<file path="src/rtl/hazard_ctrl_pkg.sv">
`default_nettype none
// ============================================================================
// Module  : hazard_ctrl_pkg
// Purpose : Shared definitions for the decode-stage hazard controller:
//           branch FSM state encoding, the default issue-to-writeback
//           distance, and the scoreboard counter width helper.
// Ports   : none (package)
// Rev     : 1.0  initial release
// ============================================================================
package hazard_ctrl_pkg;

  // Issue-to-writeback distance used when the parent does not override it.
  localparam int WB_DIST_DEFAULT = 3;

  // RUN: normal issue.  BR_WAIT: a branch/jump is unresolved and IF/ID
  // holds wrong-path contents.
  typedef enum logic [0:0] {
    RUN     = 1'b0,
    BR_WAIT = 1'b1
  } state_t;

  // Width of one scoreboard countdown. The largest value loaded is
  // WB_DIST-1, so clog2(WB_DIST) bits always suffice for the legal range.
  function automatic int cnt_w(input int wb_dist);
    return $clog2(wb_dist);
  endfunction

endpackage : hazard_ctrl_pkg
`default_nettype wire

</file>
<file path="src/rtl/hazard_ctrl_if.sv">
`default_nettype none
// ============================================================================
// Module  : hazard_ctrl_if
// Purpose : Decode-side bundle between the pipeline and the hazard
//           controller. The pipeline (master) drives the decoded
//           instruction fields and the resolve pulse; the controller
//           (slave) returns issue/stall/squash decisions and status.
// Ports   : master -> id_valid, id_rs_sel, id_rs_used, id_rt_sel,
//                     id_rt_used, id_wr_en, id_wr_addr, id_is_ctrl,
//                     ex_ctrl_resolved
//           slave  -> issue, bubble, stall_id, fetch_hold, id_squash,
//                     busy_mask, err
// Rev     : 1.0  initial release
// ============================================================================
interface hazard_ctrl_if #(
  parameter int AW   = 3,
  parameter int NREG = 8
);

  logic            id_valid;
  logic [AW-1:0]   id_rs_sel;
  logic            id_rs_used;
  logic [AW-1:0]   id_rt_sel;
  logic            id_rt_used;
  logic            id_wr_en;
  logic [AW-1:0]   id_wr_addr;
  logic            id_is_ctrl;
  logic            ex_ctrl_resolved;

  logic            issue;
  logic            bubble;
  logic            stall_id;
  logic            fetch_hold;
  logic            id_squash;
  logic [NREG-1:0] busy_mask;
  logic            err;

  modport master (
    output id_valid, id_rs_sel, id_rs_used, id_rt_sel, id_rt_used,
           id_wr_en, id_wr_addr, id_is_ctrl, ex_ctrl_resolved,
    input  issue, bubble, stall_id, fetch_hold, id_squash, busy_mask, err
  );

  modport slave (
    input  id_valid, id_rs_sel, id_rs_used, id_rt_sel, id_rt_used,
           id_wr_en, id_wr_addr, id_is_ctrl, ex_ctrl_resolved,
    output issue, bubble, stall_id, fetch_hold, id_squash, busy_mask, err
  );

endinterface : hazard_ctrl_if
`default_nettype wire

</file>
<file path="src/rtl/hazard_ctrl_sb_counter.sv">
`default_nettype none
// ============================================================================
// Module  : hazard_ctrl_sb_counter
// Purpose : Scoreboard entry (sb_counter) for one architectural register.
//           A load arms the countdown at WB_DIST-1; it then decrements once
//           per cycle until zero. The register is busy while nonzero.
// Ports   : clk   - clock
//           rst   - asynchronous active-low reset
//           load  - a write to this register issued this cycle
//           busy  - a write to this register is still in flight
// Rev     : 1.0  initial release
// ============================================================================
module hazard_ctrl_sb_counter
  import hazard_ctrl_pkg::*;
#(
  parameter int WB_DIST = WB_DIST_DEFAULT
) (
  input  wire  clk,
  input  wire  rst,
  input  logic load,
  output logic busy
);

  localparam int            c_cw       = cnt_w(WB_DIST);
  localparam logic [c_cw-1:0] c_load_val = c_cw'(WB_DIST - 1);

  logic [c_cw-1:0] r_cnt;

  // A load wins over the decrement so a younger write always restarts the
  // full wait, even if the older write was about to retire.
  always_ff @(posedge clk or negedge rst) begin
    if (!rst) begin
      r_cnt <= '0;
    end else if (load) begin
      r_cnt <= c_load_val;
    end else if (r_cnt != '0) begin
      r_cnt <= r_cnt - c_cw'(1);
    end
  end

  assign busy = (r_cnt != '0);

endmodule : hazard_ctrl_sb_counter
`default_nettype wire

</file>
<file path="src/rtl/hazard_ctrl.sv">
`default_nettype none
// ============================================================================
// Module  : hazard_ctrl
// Purpose : Hazard controller beside the decode stage of a non-forwarding
//           five-stage pipeline. Tracks in-flight register writes with a
//           per-register countdown scoreboard, stalls decode on RAW until
//           the source is visible through the bypassing register file, and
//           holds fetch / squashes IF/ID while a branch or jump is
//           unresolved. A resolve pulse seen with no branch outstanding
//           sets a sticky error.
// Ports   : clk  - clock, all state on rising edge
//           rst  - asynchronous active-low reset
//           bus  - hazard_ctrl_if.slave (decoded instruction in, issue /
//                  bubble / stall_id / fetch_hold / id_squash / busy_mask /
//                  err out)
// Rev     : 1.0  initial release
// ============================================================================
module hazard_ctrl
  import hazard_ctrl_pkg::*;
#(
  parameter int NREG    = 8,
  parameter int AW      = 3,
  parameter int WB_DIST = WB_DIST_DEFAULT
) (
  input  wire          clk,
  input  wire          rst,
  hazard_ctrl_if.slave bus
);

  state_t          r_state;
  state_t          w_state_nxt;
  logic            r_err;
  logic            w_err_nxt;

  logic [NREG-1:0] w_busy;
  logic [NREG-1:0] w_load;
  logic            w_squash;
  logic            w_rs_hit;
  logic            w_rt_hit;
  logic            w_raw;
  logic            w_issue;

  // --------------------------------------------------------------------------
  // Scoreboard
  // --------------------------------------------------------------------------
  generate
    for (genvar r = 0; r < NREG; r++) begin : g_sb
      // Only an issued write arms the scoreboard; stalled or squashed
      // instructions never do.
      assign w_load[r] = w_issue & bus.id_wr_en & (bus.id_wr_addr == AW'(r));

      hazard_ctrl_sb_counter #(
        .WB_DIST (WB_DIST)
      ) u_sb_counter (
        .clk  (clk),
        .rst  (rst),
        .load (w_load[r]),
        .busy (w_busy[r])
      );
    end
  endgenerate

  // --------------------------------------------------------------------------
  // Hazard compare
  // --------------------------------------------------------------------------
  // While a branch is outstanding IF/ID is wrong-path, so its contents
  // neither issue nor raise a RAW stall.
  assign w_squash = (r_state == BR_WAIT);

  // Lookups use the registered scoreboard only, so an instruction whose
  // source equals its own destination never stalls on itself.
  assign w_rs_hit = bus.id_rs_used & w_busy[bus.id_rs_sel];
  assign w_rt_hit = bus.id_rt_used & w_busy[bus.id_rt_sel];
  assign w_raw    = bus.id_valid & ~w_squash & (w_rs_hit | w_rt_hit);
  assign w_issue  = bus.id_valid & ~w_squash & ~w_raw;

  // --------------------------------------------------------------------------
  // Branch FSM and sticky error
  // --------------------------------------------------------------------------
  always_ff @(posedge clk or negedge rst) begin
    if (!rst) begin
      r_state <= RUN;
      r_err   <= 1'b0;
    end else begin
      r_state <= w_state_nxt;
      r_err   <= w_err_nxt;
    end
  end

  always_comb begin
    w_state_nxt = r_state;
    w_err_nxt   = r_err;
    case (r_state)
      RUN: begin
        // A resolve with nothing outstanding is a protocol violation; it is
        // recorded but otherwise ignored, even if a control instruction is
        // issuing in the same cycle (that one still enters BR_WAIT).
        if (bus.ex_ctrl_resolved) begin
          w_err_nxt = 1'b1;
        end
        if (w_issue & bus.id_is_ctrl) begin
          w_state_nxt = BR_WAIT;
        end
      end
      BR_WAIT: begin
        if (bus.ex_ctrl_resolved) begin
          w_state_nxt = RUN;
        end
      end
      default: begin
        w_state_nxt = RUN;
      end
    endcase
  end

  // --------------------------------------------------------------------------
  // Outputs
  // --------------------------------------------------------------------------
  assign bus.issue      = w_issue;
  assign bus.bubble     = ~w_issue;
  assign bus.stall_id   = w_raw;
  // The PC is held while decode stalls, in the cycle a control instruction
  // leaves decode, and while waiting for resolution; in the resolve cycle
  // itself the PC takes the target so fetch resumes.
  assign bus.fetch_hold = w_raw
                        | (w_issue & bus.id_is_ctrl)
                        | (w_squash & ~bus.ex_ctrl_resolved);
  assign bus.id_squash  = w_squash;
  assign bus.busy_mask  = w_busy;
  assign bus.err        = r_err;

endmodule : hazard_ctrl
`default_nettype wire

</file>
<file path="src/flat_wrapper.sv">
// flat-port wrapper written by rule: the top's interface ports become plain ports
module hazard_ctrl_flat import hazard_ctrl_pkg::*;
#(
  parameter int NREG    = 8,
  parameter int AW      = 3,
  parameter int WB_DIST = WB_DIST_DEFAULT
)
  (clk, rst, bus_id_valid, bus_id_rs_sel, bus_id_rs_used, bus_id_rt_sel, bus_id_rt_used, bus_id_wr_en, bus_id_wr_addr, bus_id_is_ctrl, bus_ex_ctrl_resolved, bus_issue, bus_bubble, bus_stall_id, bus_fetch_hold, bus_id_squash, bus_busy_mask, bus_err);
  hazard_ctrl_if #(.AW(AW), .NREG(NREG)) bus_i ();
  input  wire clk;
  input  wire rst;
  input wire logic [$bits(bus_i.id_valid)-1:0] bus_id_valid;
  input wire logic [$bits(bus_i.id_rs_sel)-1:0] bus_id_rs_sel;
  input wire logic [$bits(bus_i.id_rs_used)-1:0] bus_id_rs_used;
  input wire logic [$bits(bus_i.id_rt_sel)-1:0] bus_id_rt_sel;
  input wire logic [$bits(bus_i.id_rt_used)-1:0] bus_id_rt_used;
  input wire logic [$bits(bus_i.id_wr_en)-1:0] bus_id_wr_en;
  input wire logic [$bits(bus_i.id_wr_addr)-1:0] bus_id_wr_addr;
  input wire logic [$bits(bus_i.id_is_ctrl)-1:0] bus_id_is_ctrl;
  input wire logic [$bits(bus_i.ex_ctrl_resolved)-1:0] bus_ex_ctrl_resolved;
  output wire logic [$bits(bus_i.issue)-1:0] bus_issue;
  output wire logic [$bits(bus_i.bubble)-1:0] bus_bubble;
  output wire logic [$bits(bus_i.stall_id)-1:0] bus_stall_id;
  output wire logic [$bits(bus_i.fetch_hold)-1:0] bus_fetch_hold;
  output wire logic [$bits(bus_i.id_squash)-1:0] bus_id_squash;
  output wire logic [$bits(bus_i.busy_mask)-1:0] bus_busy_mask;
  output wire logic [$bits(bus_i.err)-1:0] bus_err;
  assign bus_i.id_valid = bus_id_valid;
  assign bus_i.id_rs_sel = bus_id_rs_sel;
  assign bus_i.id_rs_used = bus_id_rs_used;
  assign bus_i.id_rt_sel = bus_id_rt_sel;
  assign bus_i.id_rt_used = bus_id_rt_used;
  assign bus_i.id_wr_en = bus_id_wr_en;
  assign bus_i.id_wr_addr = bus_id_wr_addr;
  assign bus_i.id_is_ctrl = bus_id_is_ctrl;
  assign bus_i.ex_ctrl_resolved = bus_ex_ctrl_resolved;
  assign bus_issue = bus_i.issue;
  assign bus_bubble = bus_i.bubble;
  assign bus_stall_id = bus_i.stall_id;
  assign bus_fetch_hold = bus_i.fetch_hold;
  assign bus_id_squash = bus_i.id_squash;
  assign bus_busy_mask = bus_i.busy_mask;
  assign bus_err = bus_i.err;
  hazard_ctrl #(.NREG(NREG), .AW(AW), .WB_DIST(WB_DIST)) u_core (.clk(clk), .rst(rst), .bus(bus_i));
endmodule
</file>
<file path="config.mk">
export PLATFORM = sky130hd
export DESIGN_NAME = hazard_ctrl_flat
export DESIGN_NICKNAME = d
export VERILOG_FILES = /design/src/rtl/hazard_ctrl_pkg.sv /design/src/rtl/hazard_ctrl_if.sv /design/src/rtl/hazard_ctrl_sb_counter.sv /design/src/rtl/hazard_ctrl.sv /design/src/flat_wrapper.sv
export SDC_FILE = /design/constraint.sdc
export NUM_CORES = 1
export LEC_CHECK = 0
export CORE_AREA = 2 2 53 55
export DETAILED_ROUTE_END_ITERATION = 8
export DIE_AREA = 0 0 55 57
export PLACE_DENSITY_LB_ADDON = 0.2
export SLEW_MARGIN = 30
export SYNTH_ARGS = -nofsm -noshare
export SYNTH_HDL_FRONTEND = slang
export SYNTH_SLANG_ARGS = --single-unit
</file>
<file path="constraint.sdc">
create_clock -name clk -period 4.4 [get_ports clk]
set_input_delay 1.1 -clock clk [delete_from_list [all_inputs] [get_ports clk]]
set_output_delay 1.1 -clock clk [all_outputs]
set_load 0.05 [all_outputs]
</file>
; Word-level counts from Yosys, hierarchy flattened
; Cells that the tools add are included.
[totals]
register_bits = 18
in_bits = 17
out_inout_bits = 14
word_cells = 91
[op_classes]
n_addsub = 8
order_cmp = 2
eq_ne = 7
mux = 23
bitwise = 23
n_reduce_logical = 18
[ops]
columns = op, n
row1 = $mux W2, 16
row2 = $reduce_bool A2 Y1, 16
row3 = $and A1 B1 Y1, 16
row4 = $sub A2 B1 Y2 const B, 8
row5 = $eq A3 B3 Y1 const B, 4
row6 = $lt A3 B4 Y1 const B, 2
row7 = $bmux W1 S3, 2
row8 = $eq A3 B2 Y1 const B, 2
row9 = $mux W1, 4
row10 = $not A1 Y1, 4
row11 = $eq A3 B1 Y1 const B, 1
row12 = $logic_not A3 Y1, 1
row13 = $or A1 B1 Y1, 3
row14 = $pmux W1 S2, 1
row15 = $reduce_and A2 Y1, 1

; Depth between registers and ports, before layout
; Gate-level depths: netlist of the first run.
[depth]
ltp_word = 11
mapped_depth = 7

; Hierarchy
; From an unflattened synthesis of the first run, not the netlist that was laid out.
[hier_totals]
cells_unflattened = 133
area_unflattened_um2 = 1226.2
[by_module_without_submodules]
columns = mod, instances, cells_per_inst, area_per_inst_um2
row1 = hazard_ctrl_sb_counter, 8, 11, 107.6
row2 = hazard_ctrl, 1, 45, 365.4

; Worst setup path after synthesis of the first run
; OpenSTA, ideal clock, no wires.
[synth_timing]
path_type = input port to output port
start = input bus_id_rs_sel[2]
end = output bus_issue
t_arrival_ns = 2.766
setup_slack_ns = 0.534
path_stages = 5
n_path_buf = 1
path_cell_list = buf_6 -> mux2i_1 -> mux4_2 -> a22o_4 -> nor2_1
[synth_between]
elab_chain_len = 7
[synth_rtl]
columns = item, line
row1 = "start, declared", flat_wrapper.sv:13  ; input wire logic [$bits(bus_i.id_rs_sel)-1:0] bus_id_rs_sel;
row2 = $bmux W1 S3, hazard_ctrl.sv:72  ; assign w_rs_hit = bus.id_rs_used & w_busy[bus.id_rs_sel];
row3 = $mux W1 (implied by the code), hazard_ctrl.sv:72
row4 = $and A1 B1 Y1, hazard_ctrl.sv:72
row5 = $or A1 B1 Y1, hazard_ctrl.sv:74  ; assign w_raw = bus.id_valid & ~w_squash & (w_rs_hit | w_rt_hit);
row6 = $and A1 B1 Y1, hazard_ctrl.sv:74
row7 = $not A1 Y1, hazard_ctrl.sv:75  ; assign w_issue = bus.id_valid & ~w_squash & ~w_raw;
row8 = $and A1 B1 Y1, hazard_ctrl.sv:75
row9 = "end, declared", flat_wrapper.sv:21  ; output wire logic [$bits(bus_i.issue)-1:0] bus_issue;
; No other way between the ends. The select of a mux whose other input is x is not followed.

; Final worst setup path of the first run
; Same ends and word-level chain as after synthesis.

==> metrics.yaml, run 1 <==
grt:
  grt_use_met3_pct: 2.62
  busiest_layer: "met2"
  grt.total_usage_pct: 19.4
  grt_pass1_wl_um: 4460
  antenna_found_initial: 0
  grt_max_degree: 19
  met1_usage_pct: 24.5
  grt_overflow_total: 0
  use_met2_pct: 32.1
  grt_pass1_vias: 1046
timing:
  tightestPinTransition_ns: 0.804
  hold_viol_final: 0
  slew_headroom_pct: 46.2
  fmax_mhz: 243
  fin_crit_sh_pct: 93.3
  setup_violations: 0
  setup_tns_ns: 0
  fin_crit_ns: 4.11
  finalMaxSlewViolations: 0
  fin_worst_skew_ns: 0.00206
  finalHoldWorstSlack_ns: 0.468
  rsz0062_at_grt: "no"
routing:
  initialDrtViolationCount: 15
  wl_per_cell_um: 13.6
  num_vias: 994
  drc_errors: 0
  wl_um: 2580
  drtPass1Iterations: 4
  post_drt_via_cell_ratio: 5.23
  ant_nets: 0
setup_path:
  end_kind: "output port"
  r2r-end: "u_core.g_sb[4].u_sb_counter.r_cnt[0]$_DFFE_PN0P_"
  crit_fanout: 9
  worst-path-stages: 6
  cp_slowest_cell: "clkdlybuf4s50_1"
  crit_chain: "clkdlybuf4s50_1 -> mux2i_1 -> mux4_2 -> a22o_4 -> nor2_1 -> buf_12"
  reg2reg_slack_ns: 2.16
  critPathArrivalTime_ns: 3.01
  required_ns: 3.30
  max_stage_delay_ns: 0.59
  worstSetupPathType: "in -> out"
  rr_worst_depth: 7
  crit_buf_inv: 2
  critPathCapture: "bus_issue"
  start_kind: "input pin"
  crit_family: "buffers and inverters"
  reg2reg_from: "u_core.g_sb[3].u_sb_counter.r_cnt[0]$_DFFE_PN0P_"
  critPathLaunch: "bus_id_rs_sel[2]"
clocking:
  root_buffer: "clkbuf_4"
  clockBufferDepth: 2
  numCtsBuffers: 3
  clk_pin_slew_ns: 0.09
  holdBufCountCts: 0
  cts_setup_buffers: 0
  clkLatencyLatePin_ns: 0.28
  ctsResizeCount: 0
  h-tree-depth: 1
  cts_tree: "yes"
  cts_sinks: 18
synth:
  synth_top_area_share_pct: 35.7
  synthCells: 137
  syn_area_per_cell_um2: 9.22
  synth_area_leaders: "dfrtp_1, ha_1, inv_1, mux2i_1, buf_4"
  synth_seq_cells: 18
  ys_warn_count: 0
  syn_area_um2: 1260
  syn-num-nets: 162
  ys_seq_area_share_pct: 35.7
  synth_cell_types: 30
  synth_top_area_cell: "dfrtp_1"
floorplanning:
  ios: 31
  die_w_um: 55
  core_area_um2: 2620
  fp.dieH_um: 57
  start_util_pct: 48.3
  core.rowCount: 19
  dieArea_um2: 3140
place:
  gp_congestion: 0.724
  portBuffers: 30
  place_inst: 187
  place_area_um2: 1520
  dp_hpwl_um: 2040
final_layout:
  nets: 186
  num_antenna_cells: 0
  finalNonFillerCells: 190
  area_growth_pct: 22.2
  design_area_um2: 1540
  drive_gt1_share_pct: 9.43
power:
  power.density_nw_per_um2: 793
  p_leak_nw: 0.730
  vdd_drop_max_v: 0.000489
job:
  max_cap_violations: 0
min_path:
  min_path_cells: 1
  hp-class: "reg -> reg"
outcome:
  status: "finished, final reports clean"
how the worst min path moves through the flow:
stage | start | end | slack (ns)
global placement | u_core.bus.err$_DFFE_PN0P_ | u_core.bus.err$_DFFE_PN0P_ | 0.45
detailed placement | u_core.bus.err$_DFFE_PN0P_ | u_core.bus.err$_DFFE_PN0P_ | 0.45
CTS | u_core.bus.err$_DFFE_PN0P_ | u_core.bus.err$_DFFE_PN0P_ | 0.47
global route | u_core.bus.err$_DFFE_PN0P_ | u_core.bus.err$_DFFE_PN0P_ | 0.50
floorplan | u_core.g_sb[6].u_sb_counter.r_cnt[1]$_DFFE_PN0P_ | u_core.g_sb[6].u_sb_counter.r_cnt[1]$_DFFE_PN0P_ | 0.47
finish | u_core.bus.err$_DFFE_PN0P_ | u_core.bus.err$_DFFE_PN0P_ | 0.47
logic make-up (layout without fill, tap and decap cells):
kind of cell | Yosys count | after routing | share of synthesized area, %
multiplexers | 11 | 11 | 10.7
AND/OR/NAND/NOR | 27 | 27 | 9.91
flip-flops | 18 | 18 | 35.7
AO/OA/AOI/OAI | 28 | 28 | 15.6
adder cells (fa/ha/maj) | 8 | 8 | 7.93
XOR/XNOR | 8 | 8 | 5.55
buffers and inverters | 37 | 59 | 14.7
cell usage after synthesis:
cell type  count
a21o_1         2
a21oi_1        8
nor2_1        11
clkbuf_2       1
o21ai_0        3
mux2i_1        9
a22o_4         1
xor2_1         6
o21a_1         2
nor3_1         1
buf_4          8
nor3b_1        2
nand2_1        6
dfrtp_1       18
and3_1         2
nand3_1        2
nand2b_1       1
ha_1           8
buf_1          1
buf_6          2
o21ai_1        4
a41o_2         1
a22oi_2        1
xnor2_1        2
inv_1         25
a31o_2         1
mux4_2         2
a41oi_2        1
a31oi_1        4
nor2b_1        2
worst register-to-register path, cell delays in order, from the launching register on:
cell,delay (ns)
dfrtp_1,0.40
inv_1,0.06
ha_1,0.30
mux2i_1,0.13
mux4_2,0.52
a22oi_2,0.33
buf_4,0.24
a41oi_2,0.13
report_power, final:
group          internal (mW)  switching, mW
sequential             0.252         0.0427
clock                 0.0317         0.0462
combinational          0.348          0.503
layout make-up:
type                    instances  area (um2)
fillers                       254        1070
multi-input cells              82         627
flip-flops and latches         18         450
repair buffers                 31         310
inverters                      25        93.8
well taps                      31        38.8
clock buffers                   3        22.5
placed cells by master, fill, tap and decap left out:
cell type	synthesis	final
nor3b_1	2	2
nor2_1	11	11
buf_4	8	4
xnor2_1	2	2
a21o_1	2	2
a22oi_2	1	1
mux4_2	2	2
nand2_1	6	6
mux2i_1	9	9
nand3_1	2	2
o21ai_1	4	4
and3_1	2	2
a21oi_1	8	8
clkdlybuf4s50_1	0	26
o21a_1	2	2
o21ai_0	3	3
buf_12	0	1
a41o_2	1	1
nand2b_1	1	1
a31oi_1	4	4
a22o_4	1	1
ha_1	8	8
clkbuf_4	0	3
a31o_2	1	1
a41oi_2	1	1
nor3_1	1	1
xor2_1	6	6
nor2b_1	2	2
inv_1	25	25
dfrtp_1	18	18
state kept, by name (all words and copies together) (netlist names):
signal / count
u_core.bus.err: 1
u_core.bus.id_squash: 1
u_core.g_sb.u_sb_counter.r_cnt: 16
layer usage:
layer	wire length (um)	vias up	part of all wire (%)
met1	1170	464	45
met4	29	0	1.1
met5	0	-	0
li1	-	499	-
met2	1230	27	48
met3	152	4	5.9
metrics by stage:
step | utilization, % | setup slack (ns) | power (mW)
detailed placement | 58.1 | 0.299 | 1.15
global placement | 58.1 | 0.327 | 1.12
finish | 59.0 | 0.293 | 1.22
floorplan | - | 0.534 | 0.985
CTS | 59.0 | 0.279 | 1.24
global route | 59.0 | 0.217 | 1.34
Note: power is estimated with default switching activity, not from simulation.
==> run 2: changes to the inputs <==
--- a/config.mk
+++ b/config.mk
@@ -9,6 +9,7 @@
 export DETAILED_ROUTE_END_ITERATION = 8
 export DIE_AREA = 0 0 55 57
 export PLACE_DENSITY_LB_ADDON = 0.2
+export RECOVER_POWER = 25
 export SLEW_MARGIN = 30
 export SYNTH_ARGS = -nofsm -noshare
 export SYNTH_HDL_FRONTEND = slang
==> run 2 against run 1 <==
Combinational power about the same. Core utilization stayed put. Final cell count unchanged. Register-to-register slack barely moved. Setup slack unchanged. Largest power group unchanged. Global-route usage unchanged.
==> metrics.yaml, run 2 (synthesis gave the netlist of run 1 again) <==
outcome:
  status: "finished, final reports clean"  # unchanged
clocking:
  cts_sinks: 18  # unchanged
  cts_tree: "yes"  # unchanged
  clockBufferDepth: 2  # unchanged
  holdBufCountCts: 0  # unchanged
  clk_pin_slew_ns: 0.09  # about the same
  h-tree-depth: 1  # unchanged
  numCtsBuffers: 3  # unchanged
  root_buffer: "clkbuf_4"  # unchanged
  ctsResizeCount: 0  # unchanged
  clkLatencyLatePin_ns: 0.28  # about the same
  cts_setup_buffers: 0  # unchanged
grt:
  grt_max_degree: 19  # unchanged
  antenna_found_initial: 0  # unchanged
  met1_usage_pct: 24.5  # unchanged
  grt_overflow_total: 0  # unchanged
  grt_pass1_vias: 1046  # unchanged
  busiest_layer: "met2"  # unchanged
  grt_pass1_wl_um: 4460  # unchanged
  grt.total_usage_pct: 19.4  # unchanged
  grt_use_met3_pct: 2.62  # unchanged
  use_met2_pct: 32.1  # unchanged
routing:
  initialDrtViolationCount: 15  # unchanged
  drc_errors: 0  # unchanged
  num_vias: 994  # unchanged
  wl_um: 2580  # about the same
  ant_nets: 0  # unchanged
  wl_per_cell_um: 13.6  # about the same
  drtPass1Iterations: 4  # unchanged
  post_drt_via_cell_ratio: 5.23  # unchanged
timing:
  setup_tns_ns: 0  # unchanged
  fin_crit_ns: 4.11  # unchanged
  fmax_mhz: 243  # unchanged
  hold_viol_final: 0  # unchanged
  rsz0062_at_grt: "no"  # unchanged
  finalMaxSlewViolations: 0  # unchanged
  fin_worst_skew_ns: 0.00206  # unchanged
  slew_headroom_pct: 45.7  # was 46.2%
  fin_crit_sh_pct: 93.3  # unchanged
  setup_violations: 0  # unchanged
  tightestPinTransition_ns: 0.812  # was 0.804 ns
final_layout:
  final_cell_mix: "inv_1, clkdlybuf4s50_1, dfrtp_1, nor2_1, mux2i_1"  # was clkdlybuf4s50_1, inv_1, dfrtp_1, nor2_1, mux2i_1
  area_growth_pct: 22.2  # unchanged
  final_common_cell: "inv_1"  # was clkdlybuf4s50_1
  drive_gt1_share_pct: 9.43  # unchanged
  nets: 186  # unchanged
  num_antenna_cells: 0  # unchanged
  largest_reg_flops: 16  # unchanged
  seqCellArea_um2: 450  # unchanged
  fillerInstances: 254  # unchanged
  design_area_um2: 1540  # unchanged
  multiInputGateArea_um2: 627  # unchanged
  top_register: "u_core.g_sb.u_sb_counter.r_cnt"  # unchanged
  post-route-util_pct: 59.0  # unchanged
power:
  vdd_drop_max_v: 0.000489  # about the same
  clkPwrFrac_pct: 6.4  # about the same
  p_seq_share_pct: 24.1  # about the same
  p_total_mw: 1.22  # about the same
  power.density_nw_per_um2: 793  # about the same
  power.switching_mw: 0.592  # unchanged
  p_int_mw: 0.631  # was 0.632 mW
  p_leak_nw: 0.731  # was 0.730 nW
  p_comb_share_pct: 69.5  # was 69.6%
  netSwitchingFraction_pct: 48.4  # about the same
setup_path:
  crit_fanout: 9  # unchanged
  worstSetupPathType: "in -> out"  # unchanged
  max_stage_delay_ns: 0.59  # about the same
  start_kind: "input pin"  # unchanged
  cp_slowest_cell: "clkdlybuf4s50_1"  # unchanged
  required_ns: 3.30  # about the same
  crit_family: "buffers and inverters"  # unchanged
  crit_buf_inv: 2  # unchanged
  critPathArrivalTime_ns: 3.01  # about the same
  crit_chain: "clkdlybuf4s50_1 -> mux2i_1 -> mux4_2 -> a22o_4 -> nor2_1 -> buf_12"  # unchanged
  end_kind: "output port"  # unchanged
floorplanning:
  fp.dieH_um: 57  # unchanged
  dieArea_um2: 3140  # unchanged
  ios: 31  # unchanged
  die_w_um: 55  # unchanged
  core.rowCount: 19  # unchanged
  start_util_pct: 48.3  # unchanged
  core_area_um2: 2620  # unchanged
place:
  gp_congestion: 0.724  # unchanged
  portBuffers: 30  # unchanged
  place_area_um2: 1520  # unchanged
  dp_hpwl_um: 2040  # unchanged
min_path:
  hp-class: "reg -> reg"  # unchanged
job:
  max_cap_violations: 0  # unchanged
run 2: changes by cell type in the layout (fill, tap and decap cells not counted), sizes merged:
cell / delta
clkdlybuf4s50: -2
dlygate4sd3: +2
run 2: routing by layer:
metal / part of all wire, % / up-vias
met5: 0 / -
met4: 1.1 / 0
met3: 5.9 / 4
met2: 48 / 27
met1: 45 / 464
li1: - / 499
run 2: worst paths after layout:
| kind | from | to | slack, ns | depth (start not counted) |
|---|---|---|---|---|
| min | u_core.bus.err$_DFFE_PN0P_ | u_core.bus.err$_DFFE_PN0P_ | 0.47 | 1 |
| min in group asynchronous | rst | u_core.g_sb[6].u_sb_counter.r_cnt[1]$_DFFE_PN0P_ | 1.35 | 1 |
| min reg2reg | u_core.bus.err$_DFFE_PN0P_ | u_core.bus.err$_DFFE_PN0P_ | 0.47 | 1 |
| max in group asynchronous | rst | u_core.g_sb[1].u_sb_counter.r_cnt[1]$_DFFE_PN0P_ | 2.55 | 1 |
| max reg2reg | u_core.g_sb[3].u_sb_counter.r_cnt[0]$_DFFE_PN0P_ | u_core.g_sb[4].u_sb_counter.r_cnt[0]$_DFFE_PN0P_ | 2.16 | 7 |
| max | bus_id_rs_sel[2] | bus_issue | 0.29 | 6 |
run 2: through the flow:
| stage | cells | worst slack (ns) | hold WS [ns] |
|---|---|---|---|
| 2_1_floorplan | 137 | 0.534 | 0.466 |
| 3_3_place_gp | 187 | 0.327 | 0.447 |
| 6_report | 190 | 0.293 | 0.468 |
| 3_5_place_dp | 187 | 0.299 | 0.447 |
| 5_1_grt | 190 | 0.217 | 0.499 |
| 4_1_cts | 190 | 0.279 | 0.474 |
run 2: power groups by stage:
stage	registers (mW)	clock network (mW)	logic (mW)
after floorplan	0.299	0	0.686
after global placement	0.296	0	0.822
after detailed placement	0.299	0	0.856
after CTS	0.295	0.0823	0.859
after global routing	0.309	0.0882	0.944
final	0.295	0.0780	0.851
run 2: area by class of cell:
| class | instances | area share, % |
|---|---|---|
| clock buffers | 3 | 1.46 |
| inverters | 25 | 6.08 |
| multi-input cells | 82 | 40.6 |
| flip-flops and latches | 18 | 29.2 |
| well taps | 31 | 2.51 |
| repair buffers | 31 | 20.1 |
==> run 3: changes to the inputs <==
--- a/config.mk
+++ b/config.mk
@@ -5,12 +5,15 @@
 export SDC_FILE = /design/constraint.sdc
 export NUM_CORES = 1
 export LEC_CHECK = 0
-export CORE_AREA = 2 2 53 55
+export CORE_AREA = 2 2 52 54
+export CTS_BUF_LIST = sky130_fd_sc_hd__clkbuf_4
 export DETAILED_ROUTE_END_ITERATION = 8
-export DIE_AREA = 0 0 55 57
+export DIE_AREA = 0 0 54 56
 export PLACE_DENSITY_LB_ADDON = 0.2
 export RECOVER_POWER = 25
+export SKIP_CTS_REPAIR_TIMING = 1
 export SLEW_MARGIN = 30
 export SYNTH_ARGS = -nofsm -noshare
 export SYNTH_HDL_FRONTEND = slang
+export SYNTH_HIERARCHICAL = 1
 export SYNTH_SLANG_ARGS = --single-unit
==> run 3 against run 2 <==
Count of clock-buffer cells in the layout unchanged. Sequential cell count unchanged. First-iteration DRC count is 93% higher. Largest power group unchanged. Highest routed layer unchanged. Maximum frequency decreased by 1.5%. Sequential power hardly changed.
==> metrics.yaml, run 3 <==
outcome:
  status: "finished, final reports clean"  # unchanged
setup_path:
  rr_worst_depth: 8  # was 7
  worstSetupPathType: "in -> out"  # unchanged
  end_kind: "output port"  # unchanged
  reg2reg_slack_ns: 2.11  # was 2.16 ns
  crit_fanout: 4  # was 9
  start_kind: "input pin"  # unchanged
  r2r-end: "u_core/g_sb[4].u_sb_counter/r_cnt[0]$_DFFE_PN0P_"  # was u_core.g_sb[4].u_sb_counter.r_cnt[0]$_DFFE_PN0P_
  required_ns: 3.30  # about the same
  reg2reg_from: "u_core/g_sb[6].u_sb_counter/r_cnt[0]$_DFFE_PN0P_"  # was u_core.g_sb[3].u_sb_counter.r_cnt[0]$_DFFE_PN0P_
  critPathArrivalTime_ns: 3.07  # was 3.01 ns
routing:
  met1_length_um: 1140  # was 1170 um
  wl_um: 2500  # was 2580 um
  initialDrtViolationCount: 29  # was 15
  drc_errors: 0  # unchanged
  met2WireLength_um: 1230  # about the same
  drtPass1Iterations: 4  # unchanged
  num_vias: 1018  # was 994
  wl_per_cell_um: 12.8  # was 13.6 um
  highest_layer: "met4"  # unchanged
  post_drt_via_cell_ratio: 5.22  # was 5.23
  ant_nets: 0  # unchanged
  wl_met3_um: 110  # was 152 um
power:
  p_seq_share_pct: 26.2  # was 24.1%
  vdd_drop_max_v: 0.000430  # was 0.000489 V
  p_comb_share_pct: 66.3  # was 69.5%
  clkPwrFrac_pct: 7.4  # was 6.4%
  p_total_mw: 1.12  # was 1.22 mW
  power.density_nw_per_um2: 710  # was 793 nW/um2
  power.switching_mw: 0.510  # was 0.592 mW
  p_int_mw: 0.607  # was 0.631 mW
  p_leak_nw: 0.772  # was 0.731 nW
  netSwitchingFraction_pct: 45.6  # was 48.4%
timing:
  setup_tns_ns: 0  # unchanged
  fin_crit_sh_pct: 94.7  # was 93.3%
  slew_headroom_pct: 32.2  # was 45.7%
  fin_worst_skew_ns: 0.00767  # was 0.00206 ns
  fin_crit_ns: 4.17  # was 4.11 ns
  rsz0062_at_grt: "no"  # unchanged
  tightestPinTransition_ns: 1.02  # was 0.812 ns
  setup_violations: 0  # unchanged
  setup_ws_ns: 0.232  # was 0.293 ns
  hold_viol_final: 0  # unchanged
  finalMaxSlewViolations: 0  # unchanged
  fmax_mhz: 240  # was 243 MHz
synth:
  synth_edf_count: 0  # unchanged
  async_reset_ff_share_pct: 100  # unchanged
  synthCells: 133  # was 137
  syn_area_um2: 1230  # was 1260 um2
  synthMostInstantiatedCell: "inv_1"  # unchanged
  syn-num-nets: 158  # was 162
  ys_top_cells_by_count: "inv_1, dfrtp_1, nor2_1"  # unchanged
  synth_cell_types: 28  # was 30
  synth_seq_cells: 18  # unchanged
  synth_top_area_share_pct: 36.7  # was 35.7%
  synth_top_area_cell: "dfrtp_1"  # unchanged
  synth_ff_type: "dfrtp_1"  # unchanged
  ys_warn_count: 6  # was 0
  syn_area_per_cell_um2: 9.22  # about the same
  ys_seq_area_share_pct: 36.7  # was 35.7%
  synth_area_leaders: "dfrtp_1, inv_1, ha_1, xor2_1, a21o_1"  # was dfrtp_1, ha_1, inv_1, mux2i_1, buf_4
floorplanning:
  dieArea_um2: 3020  # was 3140 um2
  ios: 31  # unchanged
  start_util_pct: 50.4  # was 48.3%
  fp.dieH_um: 56  # was 57 um
  core.rowCount: 18  # was 19
  core_area_um2: 2430  # was 2620 um2
  die_w_um: 54  # was 55 um
grt:
  grt_pass1_vias: 1071  # was 1046
  grt_pass1_wl_um: 4420  # was 4460 um
  grt_overflow_total: 0  # unchanged
  antenna_found_initial: 0  # unchanged
  grt.total_usage_pct: 19.3  # was 19.4%
  grt_max_degree: 19  # unchanged
final_layout:
  nets: 191  # was 186
  area_growth_pct: 28.2  # was 22.2%
  design_area_um2: 1570  # was 1540 um2
  final_common_cell: "inv_1"  # unchanged
  drive_gt1_share_pct: 6.67  # was 9.43%
  finalNonFillerCells: 195  # was 190
  fillerInstances: 200  # was 254
  largest_reg_flops: 16  # unchanged
  num_antenna_cells: 0  # unchanged
  final_cell_mix: "inv_1, clkdlybuf4s50_1, dfrtp_1, nor2_1"  # was inv_1, clkdlybuf4s50_1, dfrtp_1, nor2_1, mux2i_1
  top_register: "u_core/g_sb.u_sb_counter/r_cnt"  # was u_core.g_sb.u_sb_counter.r_cnt
clocking:
  clkLatencyLatePin_ns: 0.29  # was 0.28 ns
  root_buffer: "clkbuf_4"  # unchanged
  numCtsBuffers: 3  # unchanged
  clockBufferDepth: 2  # unchanged
  cts_sinks: 18  # unchanged
  clk_pin_slew_ns: 0.10  # was 0.09 ns
  cts_tree: "yes"  # unchanged
  h-tree-depth: 1  # unchanged
place:
  place_ws_ns: 0.277  # was 0.299 ns
  portBuffers: 30  # unchanged
  dp_hpwl_um: 2040  # about the same
  place_inst: 191  # was 187
  gp_congestion: 0.732  # was 0.724
  place_area_um2: 1550  # was 1520 um2
min_path:
  worstHoldStart: "u_core/bus.err$_DFFE_PN0P_"  # was u_core.bus.err$_DFFE_PN0P_
  hp-class: "reg -> reg"  # unchanged
  holdPathEnd: "u_core/bus.err$_DFFE_PN0P_"  # was u_core.bus.err$_DFFE_PN0P_
  min_path_cells: 1  # unchanged
job:
  max_cap_violations: 0  # unchanged
## run 3: per-stage QoR
step	hold WS, ns	utilization, %
global route	0.501	64.6
finish	0.471	64.6
detailed placement	0.454	63.8
CTS	0.478	64.9
global placement	0.437	63.8
floorplan	0.505	-
## run 3: routing by layer
metal / track usage [%] / up-vias
li1: - / 495
met1: 24.0 / 496
met2: 33.3 / 25
met3: 3.49 / 2
met4: 5.36 / 0
met5: 0 / -
## run 3: area by class of cell
| type | count | area, um2 | area share, % |
|---|---|---|---|
| Clock buffer | 3 | 22.5 | 1.43 |
| Clock inverter | 1 | 3.75 | 0.239 |
| Inverter | 27 | 101 | 6.45 |
| Multi-Input combinational cell | 86 | 659 | 42.0 |
| Sequential cell | 18 | 450 | 28.7 |
| Tap cell | 30 | 37.5 | 2.39 |
| Timing Repair Buffer | 30 | 297 | 18.9 |
## run 3: cell families (layout without fill, tap and decap cells)
kind of cell | count (synthesis) | in the layout | synth area share, %
xor gates and xnor gates | 8 | 8 | 5.71
muxes | 6 | 6 | 7.04
AOI/OAI and AO/OA | 15 | 15 | 9.59
and+or+nand+nor | 49 | 49 | 23.3
buffers and inverters | 29 | 61 | 9.49
DFF | 18 | 18 | 36.7
adders and majority gates | 8 | 8 | 8.16
## run 3: how the worst max path moves through the flow
stage,slack (ns),start,to,depth (start not counted)
2_1_floorplan,0.83,bus_id_rs_sel[2],bus_fetch_hold,4
3_3_place_gp,0.31,bus_id_rt_sel[1],bus_issue,6
3_5_place_dp,0.28,bus_id_rt_sel[1],bus_issue,6
4_1_cts,0.26,bus_id_rt_sel[1],bus_issue,6
5_1_grt,0.15,bus_id_rs_sel[0],bus_issue,6
6_report,0.23,bus_id_rt_sel[1],bus_issue,6
## run 3: critical path, cell delays in order
cell and delay, ns:
clkdlybuf4s50_1 0.53, mux4_2 0.51, nand2b_4 0.16, a32oi_1 0.38, and2_1 0.24, buf_12 0.15
## run 3: power by group through the flow
stage / clock network, mW / logic [mW] / registers, mW
floorplan: 0 / 0.556 / 0.295
global placement: 0 / 0.709 / 0.293
detailed placement: 0 / 0.746 / 0.297
CTS: 0.0868 / 0.752 / 0.293
global route: 0.0965 / 0.827 / 0.305
finish: 0.0831 / 0.741 / 0.293
